### src/rtl/mips_cpu_pkg.sv
`default_nettype none
// ============================================================================
//  Module      : mips_cpu_pkg
//  Description : Shared types and constants for the MIPS CPU fetch path.
//                Holds the reset/halt address defaults, the fetch FSM state
//                encoding and the word/address typedefs, plus a helper that
//                word-aligns an address.
//  Revision    : 1.0  initial release
// ============================================================================
package mips_cpu_pkg;

  typedef logic [31:0] word_t;
  typedef logic [31:0] addr_t;

  localparam addr_t RESET_VECTOR_DEFAULT = 32'hBFC0_0000;
  localparam addr_t HALT_ADDR_DEFAULT    = 32'h0000_0000;

  typedef enum logic [1:0] {
    RUN    = 2'd0,
    DELAY  = 2'd1,
    HALTED = 2'd2
  } fetch_state_t;

  // Clears the byte-offset bits; masking keeps every input bit referenced.
  function automatic addr_t word_align(input addr_t a);
    return a & 32'hFFFF_FFFC;
  endfunction

endpackage : mips_cpu_pkg
`default_nettype wire

### src/rtl/mips_cpu_byteswap32.sv
`default_nettype none
// ============================================================================
//  Module      : mips_cpu_byteswap32
//  Description : Reverses the four byte lanes of a 32-bit word. Used by the
//                fetch unit when instruction memory is little-endian
//                byte-lane organised.
//  Ports       : data_i  in  32  word as delivered by memory
//                data_o  out 32  same word with byte lanes reversed
//  Revision    : 1.0  initial release
// ============================================================================
module mips_cpu_byteswap32
  import mips_cpu_pkg::*;
(
  input  logic [31:0] data_i,
  output logic [31:0] data_o
);

  assign data_o = {data_i[7:0], data_i[15:8], data_i[23:16], data_i[31:24]};

endmodule : mips_cpu_byteswap32
`default_nettype wire

### src/rtl/mips_cpu_fetch_unit.sv
`default_nettype none
// ============================================================================
//  Module      : mips_cpu_fetch_unit
//  Description : CPU-side initiator of the Harvard instruction-memory port.
//                Owns the PC, applies branch-delay-slot redirects from decode,
//                holds on stalls and halts once the fetch address reaches
//                HALT_ADDR.
//  Build macro : FETCH_BYTESWAP_EN - when defined, instruction words are
//                byte-lane reversed before they are handed to decode.
//  Ports       : clk_i              in  1   system clock, rising edge
//                reset_i            in  1   synchronous active-high reset
//                clk_enable_i       in  1   global enable, 0 freezes state
//                stall_i            in  1   hold PC/state
//                redirect_valid_i   in  1   instr_pc holds a taken branch/jump
//                redirect_target_i  in  32  branch/jump target
//                instr_readdata_i   in  32  memory read data (combinational)
//                instr_address_o    out 32  fetch address (= PC)
//                instr_word_o       out 32  instruction in CPU byte order
//                instr_pc_o         out 32  address of instr_word_o
//                pc_plus8_o         out 32  link value instr_pc + 8
//                instr_valid_o      out 1   instr_word_o executable this cycle
//                active_o           out 1   1 while running, 0 once halted
//  Revision    : 1.0  initial release
// ============================================================================
module mips_cpu_fetch_unit
  import mips_cpu_pkg::*;
#(
  parameter addr_t RESET_VECTOR = RESET_VECTOR_DEFAULT,
  parameter addr_t HALT_ADDR    = HALT_ADDR_DEFAULT
) (
  input  logic        clk_i,
  input  logic        reset_i,
  input  logic        clk_enable_i,
  input  logic        stall_i,
  input  logic        redirect_valid_i,
  input  logic [31:0] redirect_target_i,
  input  logic [31:0] instr_readdata_i,
  output logic [31:0] instr_address_o,
  output logic [31:0] instr_word_o,
  output logic [31:0] instr_pc_o,
  output logic [31:0] pc_plus8_o,
  output logic        instr_valid_o,
  output logic        active_o
);

  fetch_state_t state_q, state_d;
  addr_t        pc_q,    pc_d;
  addr_t        tgt_q,   tgt_d;
  logic         active_q, active_d;
  logic         adv;

  assign adv = clk_enable_i & ~stall_i & (state_q != HALTED);

  always_ff @(posedge clk_i) begin
    if (reset_i) begin
      state_q  <= RUN;
      pc_q     <= RESET_VECTOR;
      tgt_q    <= '0;
      active_q <= 1'b1;
    end else begin
      state_q  <= state_d;
      pc_q     <= pc_d;
      tgt_q    <= tgt_d;
      active_q <= active_d;
    end
  end

  always_comb begin
    state_d  = state_q;
    pc_d     = pc_q;
    tgt_d    = tgt_q;
    active_d = active_q;
    if (adv) begin
      if (pc_q == HALT_ADDR) begin
        // Fetching the halt address ends execution; the PC stays parked.
        state_d  = HALTED;
        active_d = 1'b0;
      end else begin
        unique case (state_q)
          RUN: begin
            pc_d = pc_q + 32'd4;
            if (redirect_valid_i) begin
              // Branch seen: fetch the delay slot next, then the target.
              tgt_d   = word_align(redirect_target_i);
              state_d = DELAY;
            end
          end
          DELAY: begin
            // A branch sitting in the delay slot is undefined; ignore it.
            pc_d    = tgt_q;
            state_d = RUN;
          end
          default: begin
            state_d = state_q;
          end
        endcase
      end
    end
  end

  assign instr_address_o = pc_q;
  assign instr_pc_o      = pc_q;
  assign pc_plus8_o      = pc_q + 32'd8;
  assign instr_valid_o   = active_q & (state_q != HALTED) & (pc_q != HALT_ADDR);
  assign active_o        = active_q;

`ifdef FETCH_BYTESWAP_EN
  mips_cpu_byteswap32 u_byteswap (
    .data_i (instr_readdata_i),
    .data_o (instr_word_o)
  );
`else
  assign instr_word_o = instr_readdata_i;
`endif

endmodule : mips_cpu_fetch_unit
`default_nettype wire

### config.mk
export PLATFORM = sky130hd
export DESIGN_NAME = mips_cpu_fetch_unit
export DESIGN_NICKNAME = d
export VERILOG_FILES = /design/src/rtl/mips_cpu_pkg.sv /design/src/rtl/mips_cpu_byteswap32.sv /design/src/rtl/mips_cpu_fetch_unit.sv
export SDC_FILE = /design/constraint.sdc
export NUM_CORES = 1
export LEC_CHECK = 0
export CORE_ASPECT_RATIO = 0.5
export CORE_UTILIZATION = 25
export DETAILED_ROUTE_END_ITERATION = 12
export DONT_BUFFER_PORTS = 1
export SYNTH_ARGS = -nofsm -noshare
export SYNTH_HDL_FRONTEND = slang
export SYNTH_SLANG_ARGS = --single-unit
### constraint.sdc
create_clock -name clk_i -period 3.44 [get_ports clk_i]
set_input_delay 0.516 -clock clk_i [delete_from_list [all_inputs] [get_ports clk_i]]
set_output_delay 0.516 -clock clk_i [all_outputs]
set_load 0.005 [all_outputs]
==> reports/qor_table.md, run 1 <==
| Metric | Value |
|---|---|
| Critical path cell sequence | ha_1 > nand4_1 > nor4_1 > buf_4 > nand2_1 > nor2_1 > xor2_1 |
| Result of the run | finished clean |
| Ys async rst share | 0% |
| Sum of overflow across all layers after global routing | 0 |
| Floorplan Core Area | 0.0167 mm² |
| Unrepaired setup endpoints after global routing | false |
| Mapped cell area | 0.00437 mm² |
| CP Class | flip-flop to primary output |
| Final number of hold-violating endpoints | 0 |
| Nature of the critical path endpoint | primary output |
| WL met1 | 5380 µm |
| P_leak | 1.64 nW |
| H-tree depth | 3 |
| Antenna violations before repair | 2 |
| Placement Rows | 33 |
| PostCTS Resize Cnt | 0 |
| Routed wire length on met2 | 5560 µm |
| Maximum vdd drop | 0.226 mV |
| Minimum clock period after layout | 2.98 ns |
| Worst path max stage delay | 0.57 ns |
| Synthesized instance count | 546 |
| Final total negative setup slack | 0 ns |
| Fillers | 1810 |
| All-layer global routing usage | 13.2% |
| Largest delay share family, worst path | simple AND/OR/NAND/NOR gates |
| Die Height | 95.5 µm |
| Count of nets after finishing | 532 |
| Fin. max-slew vios | 0 |
| Post-CTS Repair Setup Buffers | 0 |
| Worst-case clock skew | 0.00834 ns |
| Worst rel slew slack | 36.0% |
| Power per Cell Area | 414 mW/mm² |
| Routability Congestion | 0.788 |
| Commonest cells post-synth | 72 x sky130_fd_sc_hd__buf_4, 67 x sky130_fd_sc_hd__nor2_1, 63 x sky130_fd_sc_hd__dfxtp_1 |
| Via density per instance | 5.05 |
| Syn Area/Cell | 8.01 µm² |
| Area of the die | 0.0181 mm² |
| Worst hold path class | input pin to flip-flop |
| Total via count after detailed routing | 3506 |
| Port Buffer Count | 0 |
| Power Total | 1.79 mW |
| Critical path's slowest cell | sky130_fd_sc_hd__dfxtp_1 |
| Critical Path Fanout Max | 10 |
| Cell type with the largest total area after synthesis | sky130_fd_sc_hd__dfxtp_1 |
| Total detailed-routing wirelength | 12100 µm |
| TritonCTS clock tree | done |
| Wire length per cell after detailed routing | 17.4 µm |
| Highest layer used for signal routing | met4 |
| Width of the die | 189 µm |
| Post-detailed-placement half-perimeter wirelength | 8770 µm |
| Initial Util | 26.1% |
| Pre-antenna DRT Iters | 5 |
| Area grow syn2layout | -0.859% |
| Ranking of synthesized cells by area | sky130_fd_sc_hd__dfxtp_1 29%, sky130_fd_sc_hd__buf_4 12%, sky130_fd_sc_hd__mux2i_1 6.9% |
| Number of flops mapped to enable cells by yosys | 0 |
| Sink Count | 63 |
| Met3 Wirelength | 973 µm |
| Kind of launch point of the worst setup path | flip-flop |
| Number of nets with antenna violations after routing | 0 |
| Yosys cell types | 58 |
| Main synth FF type | sky130_fd_sc_hd__dfxtp_1 |
| Number of global-route vias before repair | 3134 |
| CTS root buf | sky130_fd_sc_hd__clkbuf_16 |
| Max Clock Freq | 336 MHz |
| Worst endpoint data arrival time | 2.46 ns |
| Final count of negative-setup-slack endpoints | 0 |
| Most common cell in the netlist | sky130_fd_sc_hd__buf_4 |
| Clock transition at path regs | 0.06 ns |
| Worst-Skew Late Latency | 0.33 ns |
| Post-detailed-route DRC marker count | 0 |
| DRT iter0 DRCs | 236 |
| Pin count of the biggest net entering global routing | 65 |
| Slew of the pin with the lowest slew margin | 0.960 ns |
| Sequential-to-total area share from yosys stat | 28.8% |
| Portion of synthesized cell area occupied by the leading cell type | 28.8% |
| Fraction of the cycle the final worst path needs | 86.6% |
| Number of CTS-inserted buffers | 9 |
| Number of buffers and inverters on the critical path | 1 |
| Share of layout cells above drive strength 1 | 10.8% |
| IO Count | 199 |
| FF+latch count, synth | 63 |
| Synth warnings | 0 |
| CP Data Required Time | 2.92 ns |
| Clock tree buffer depth | 2 |
| Hold-fix buffers, CTS | 0 |
| Number of max-cap violations | 0 |
| Wire length of the first global-routing pass | 18500 µm |
-- final timing paths --
| path | start | depth (start not counted) | end | slack (ns) |
|---|---|---|---|---|
| max | instr_address_o[4]$_SDFFE_PP0P_ | 7 | pc_plus8_o[23] | 0.46 |
| min | reset_i | 1 | tgt_q[30]$_SDFFE_PP0P_ | 0.27 |
| max reg2reg | instr_address_o[4]$_SDFFE_PP0P_ | 7 | instr_address_o[27]$_SDFFE_PP1P_ | 0.97 |
| min reg2reg | tgt_q[15]$_SDFFE_PP0P_ | 2 | tgt_q[15]$_SDFFE_PP0P_ | 0.49 |
-- final cells by class --
class	count	area [µm²]	share of cell area (%)
antenna	2	5.00	0.115
clock inverter	7	70.1	1.62
tap	227	284	6.55
sequential	63	1260	29.1
multi-input combinational	368	2360	54.4
timing repair buffer	13	110	2.54
clock buffer	9	225	5.20
inverter	5	18.8	0.433
-- layout by cell type, fill, tap and decap left out, types with 4 or more instances in the layout --
cell,instances
sky130_fd_sc_hd__a21o_1,8
sky130_fd_sc_hd__clkbuf_16,9
sky130_fd_sc_hd__mux2i_1,30
sky130_fd_sc_hd__a21oi_1,31
sky130_fd_sc_hd__nor2_1,67
sky130_fd_sc_hd__nand2_1,42
sky130_fd_sc_hd__buf_4,12
sky130_fd_sc_hd__a32oi_1,4
sky130_fd_sc_hd__conb_1,6
sky130_fd_sc_hd__and3_1,6
sky130_fd_sc_hd__o32ai_1,6
sky130_fd_sc_hd__inv_1,5
sky130_fd_sc_hd__xnor2_1,19
sky130_fd_sc_hd__nand4_1,14
sky130_fd_sc_hd__nand3_1,24
sky130_fd_sc_hd__o21ai_0,17
sky130_fd_sc_hd__xor2_1,8
sky130_fd_sc_hd__nor3_1,9
sky130_fd_sc_hd__a31oi_1,6
sky130_fd_sc_hd__and2_1,4
sky130_fd_sc_hd__o22ai_1,6
sky130_fd_sc_hd__dfxtp_1,63
sky130_fd_sc_hd__nor4_1,7
-- sequential cells by signal, indices dropped and copies added, names as in the netlist --
| register | cells |
|---|---|
| tgt_q | 30 |
| instr_address_o | 30 |
| active_o | 1 |
| state_q | 2 |
-- routing by layer --
metal / GRT usage, % / vias up
met5: 0 / -
li1: - / 1677
met2: 21.1 / 112
met4: 3.97 / 0
met3: 5.08 / 18
met1: 16.5 / 1699
-- metrics by stage --
step	instances	hold WS, ns	area [µm²]	setup slack, ns	util (%)
4_1_cts	692	0.252	4330	0.470	25.9
3_3_place_gp	676	0.473	4030	0.829	24.1
5_1_grt	692	0.250	4330	0.323	25.9
3_5_place_dp	676	0.481	4030	0.822	24.1
6_report	694	0.266	4330	0.460	25.9
2_1_floorplan	551	0.455	4390	1.02	-
-- logic make-up (layout without fill, tap and decap cells) --
family                     after synthesis  count (layout)  share of synthesized area (%)
xor gates and xnor gates                27              27                           5.41
other                                    1               8                         0.0858
buffers and inverters                  120              34                           17.9
adders and majority gates                3               3                          0.859
and+or+nand+nor                        201             201                           24.4
muxes                                   30              30                           6.87
DFF                                     63              63                           28.8
AOI/OAI and AO/OA                      101             101                           15.6
-- report_power, final --
group,total (mW),switching (mW),leakage [nW],internal [mW]
Clock,0.903,0.342,0.146,0.561
Sequential,0.769,0.0215,0.511,0.748
Combinational,0.120,0.0725,0.986,0.0477
(Power assumes the default switching activity.)
==> inputs of run 2 (changes only) <==
--- a/config.mk
+++ b/config.mk
@@ -5,6 +5,7 @@
 export SDC_FILE = /design/constraint.sdc
 export NUM_CORES = 1
 export LEC_CHECK = 0
+export CAP_MARGIN = 30
 export CORE_ASPECT_RATIO = 0.5
 export CORE_UTILIZATION = 25
 export DETAILED_ROUTE_END_ITERATION = 12
==> results of run 2 <==
Same layout as run 1: the final DEF is identical, and so are final timing and power.
==> inputs of run 3 (changes only) <==
--- a/config.mk
+++ b/config.mk
@@ -6,10 +6,10 @@
 export NUM_CORES = 1
 export LEC_CHECK = 0
 export CAP_MARGIN = 30
-export CORE_ASPECT_RATIO = 0.5
 export CORE_UTILIZATION = 25
 export DETAILED_ROUTE_END_ITERATION = 12
 export DONT_BUFFER_PORTS = 1
+export SETUP_SLACK_MARGIN = 0.3
 export SYNTH_ARGS = -nofsm -noshare
 export SYNTH_HDL_FRONTEND = slang
 export SYNTH_SLANG_ARGS = --single-unit
==> run 3 against run 2 <==
Effect of this change:
- hold slack worse by 0.0061 ns
- critical path depth is 2 lower
- sequential share of layout area is 0.13 points lower
- clock skew hardly changed
- non-clock buffer count is 1 higher
- combinational power hardly changed
- cell count is 0.86% lower
- count of clock-buffer cells in the layout is 4 higher
- critical path type unchanged
- critical endpoint is now pc_plus8_o[28]
- largest cell class unchanged
==> reports/qor_table.md, run 3 (synthesis results as in run 1) <==
| Metric | Value | Delta |
|---|---|---|
| Floorplan Core Area | 0.0168 mm² | was 0.0167 mm² |
| Most frequent standard cell in the layout excluding fill and tap cells | sky130_fd_sc_hd__nor2_1 | unchanged |
| Clock transition at path regs | 0.06 ns | about the same |
| Number of CTS-inserted buffers | 9 | unchanged |
| Unrepaired setup endpoints after global routing | false | unchanged |
| Wire length per cell after detailed routing | 18.5 µm | was 17.4 µm |
| Worst hold path depth | 1 | unchanged |
| Worst hold path class | input pin to flip-flop | unchanged |
| GR Util met2 | 22.5% | was 21.1% |
| Final count of negative-setup-slack endpoints | 0 | unchanged |
| Nature of the critical path endpoint | primary output | unchanged |
| Wire length of the first global-routing pass | 19500 µm | was 18500 µm |
| Result of the run | finished clean | unchanged |
| Final number of hold-violating endpoints | 0 | unchanged |
| Port Buffer Count | 0 | unchanged |
| Pin count of the biggest net entering global routing | 65 | unchanged |
| Number of global-route vias before repair | 3250 | was 3134 |
| GR Layer Usage met3 | 6.80% | was 5.08% |
| Sum of overflow across all layers after global routing | 0 | unchanged |
| Worst endpoint data arrival time | 2.38 ns | was 2.46 ns |
| Share of layout cells above drive strength 1 | 10.7% | was 10.8% |
| Worst-Skew Late Latency | 0.33 ns | about the same |
| Most frequent cells in the layout | 67 x sky130_fd_sc_hd__nor2_1, 63 x sky130_fd_sc_hd__dfxtp_1, 42 x sky130_fd_sc_hd__nand2_1 | unchanged |
| Setup slack after layout | 0.539 ns | was 0.460 ns |
| Clock tree buffer depth | 2 | unchanged |
| TritonCTS clock tree | done | unchanged |
| Global-route met1 utilization | 17.2% | was 16.5% |
| Via density per instance | 5.09 | was 5.05 |
| Die Height | 134 µm | was 95.5 µm |
| FF-to-FF setup slack | 0.96 ns | was 0.97 ns |
| P_leak | 1.67 nW | was 1.64 nW |
| Placement Rows | 47 | was 33 |
| Routability Congestion | 0.794 | was 0.788 |
| Worst r2r src | instr_address_o[3]$_SDFFE_PP0P_ | was instr_address_o[4]$_SDFFE_PP0P_ |
| Worst slack after detailed placement | 0.786 ns | was 0.822 ns |
| R2r endpoint | tgt_q[27]$_SDFFE_PP0P_ | was instr_address_o[27]$_SDFFE_PP1P_ |
| Maximum vdd drop | 0.222 mV | was 0.226 mV |
| Post-detailed-route DRC marker count | 0 | unchanged |
| Area grow syn2layout | -0.401% | was -0.859% |
| Area of the die | 0.0180 mm² | was 0.0181 mm² |
| Pre-antenna DRT Iters | 5 | unchanged |
| Slew of the pin with the lowest slew margin | 0.881 ns | was 0.960 ns |
| H-tree depth | 3 | unchanged |
| Power per Cell Area | 420 mW/mm² | was 414 mW/mm² |
| Initial Util | 26.0% | was 26.1% |
| Fraction of the cycle the final worst path needs | 84.3% | was 86.6% |
| FF-to-FF path depth | 8 | was 7 |
| Critical Path Fanout Max | 13 | was 10 |
| Antenna violations before repair | 3 | was 2 |
| CTS root buf | sky130_fd_sc_hd__clkbuf_16 | unchanged |
| Startpoint of the lowest-slack hold path | reset_i | unchanged |
| CP Data Required Time | 2.92 ns | about the same |
| All-layer global routing usage | 14.2% | was 13.2% |
| Worst rel slew slack | 41.2% | was 36.0% |
| Worst-case clock skew | 0.00833 ns | was 0.00834 ns |
| Total via count after detailed routing | 3501 | was 3506 |
| Kind of launch point of the worst setup path | flip-flop | unchanged |
| Minimum clock period after layout | 2.90 ns | was 2.98 ns |
| PostCTS Resize Cnt | 0 | unchanged |
| Hold-fix buffers, CTS | 0 | unchanged |
| Post-CTS Repair Setup Buffers | 0 | unchanged |
| Sink Count | 63 | unchanged |
| Total detailed-routing wirelength | 12700 µm | was 12100 µm |
| GR peak layer | met2 | unchanged |
| IO Count | 199 | unchanged |
| Fin. max-slew vios | 0 | unchanged |
| Number of nets with antenna violations after routing | 0 | unchanged |
| Width of the die | 134 µm | was 189 µm |
| End of the worst hold path | tgt_q[24]$_SDFFE_PP0P_ | was tgt_q[30]$_SDFFE_PP0P_ |
| Max Clock Freq | 345 MHz | was 336 MHz |
| DRT iter0 DRCs | 319 | was 236 |
| Count of nets after finishing | 533 | was 532 |
| Post-detailed-placement half-perimeter wirelength | 9090 µm | was 8770 µm |
| Number of max-cap violations | 0 | unchanged |
| CP Class | flip-flop to primary output | unchanged |
| Final total negative setup slack | 0 ns | unchanged |
[run 3: power by group]
part           total (mW)  leakage [nW]  switching [mW]  internal [mW]
Clock               0.941         0.156           0.323          0.618
Combinational       0.122          1.01          0.0748         0.0476
Sequential          0.767         0.511          0.0185          0.748
[run 3: worst max-delay path by stage]
stage,cells past startpoint,slack (ns),endpoint,startpoint
2_1_floorplan,6,1.02,pc_plus8_o[23],instr_address_o[4]$_SDFFE_PP0P_
3_3_place_gp,5,0.82,pc_plus8_o[31],instr_address_o[3]$_SDFFE_PP0P_
3_5_place_dp,5,0.79,pc_plus8_o[31],instr_address_o[3]$_SDFFE_PP0P_
4_1_cts,5,0.41,pc_plus8_o[31],instr_address_o[3]$_SDFFE_PP0P_
5_1_grt,5,0.38,pc_plus8_o[15],instr_address_o[3]$_SDFFE_PP0P_
6_report,5,0.54,pc_plus8_o[28],instr_address_o[6]$_SDFFE_PP0P_
[run 3: per-layer routing]
| metal | routed length, µm | up-vias |
|---|---|---|
| li1 | - | 1673 |
| met1 | 5320 | 1662 |
| met2 | 5860 | 150 |
| met3 | 1420 | 14 |
| met4 | 92 | 2 |
| met5 | 17 | - |
[run 3: final cells by class]
cell class / count / area [µm²]
repair buffers: 14 / 118
fillers: 1826 / 12500
multi-input cells: 368 / 2370
flip-flops and latches: 63 / 1260
clock buffers: 13 / 270
well taps: 220 / 275
diodes: 2 / 5.00
clock inverters: 3 / 40.0
inverters: 5 / 18.8
[run 3: critical path: stages, from the launching register on]
cell                      delay [ns]
sky130_fd_sc_hd__dfxtp_1        0.65
sky130_fd_sc_hd__and3_1         0.26
sky130_fd_sc_hd__nand4_1        0.30
sky130_fd_sc_hd__nor4_4         0.49
sky130_fd_sc_hd__nand3_1        0.14
sky130_fd_sc_hd__xnor2_1        0.21
[run 3: per-stage QoR]
stage	hold WS [ns]	cell area [µm²]	cells	power (mW)	utilization (%)
3_5_place_dp	0.482	4030	670	0.904	24.0
4_1_cts	0.249	4340	686	1.85	25.8
3_3_place_gp	0.474	4030	670	0.903	24.0
6_report	0.260	4350	688	1.83	25.9
5_1_grt	0.251	4350	687	1.90	25.9
2_1_floorplan	0.455	4390	551	0.929	-
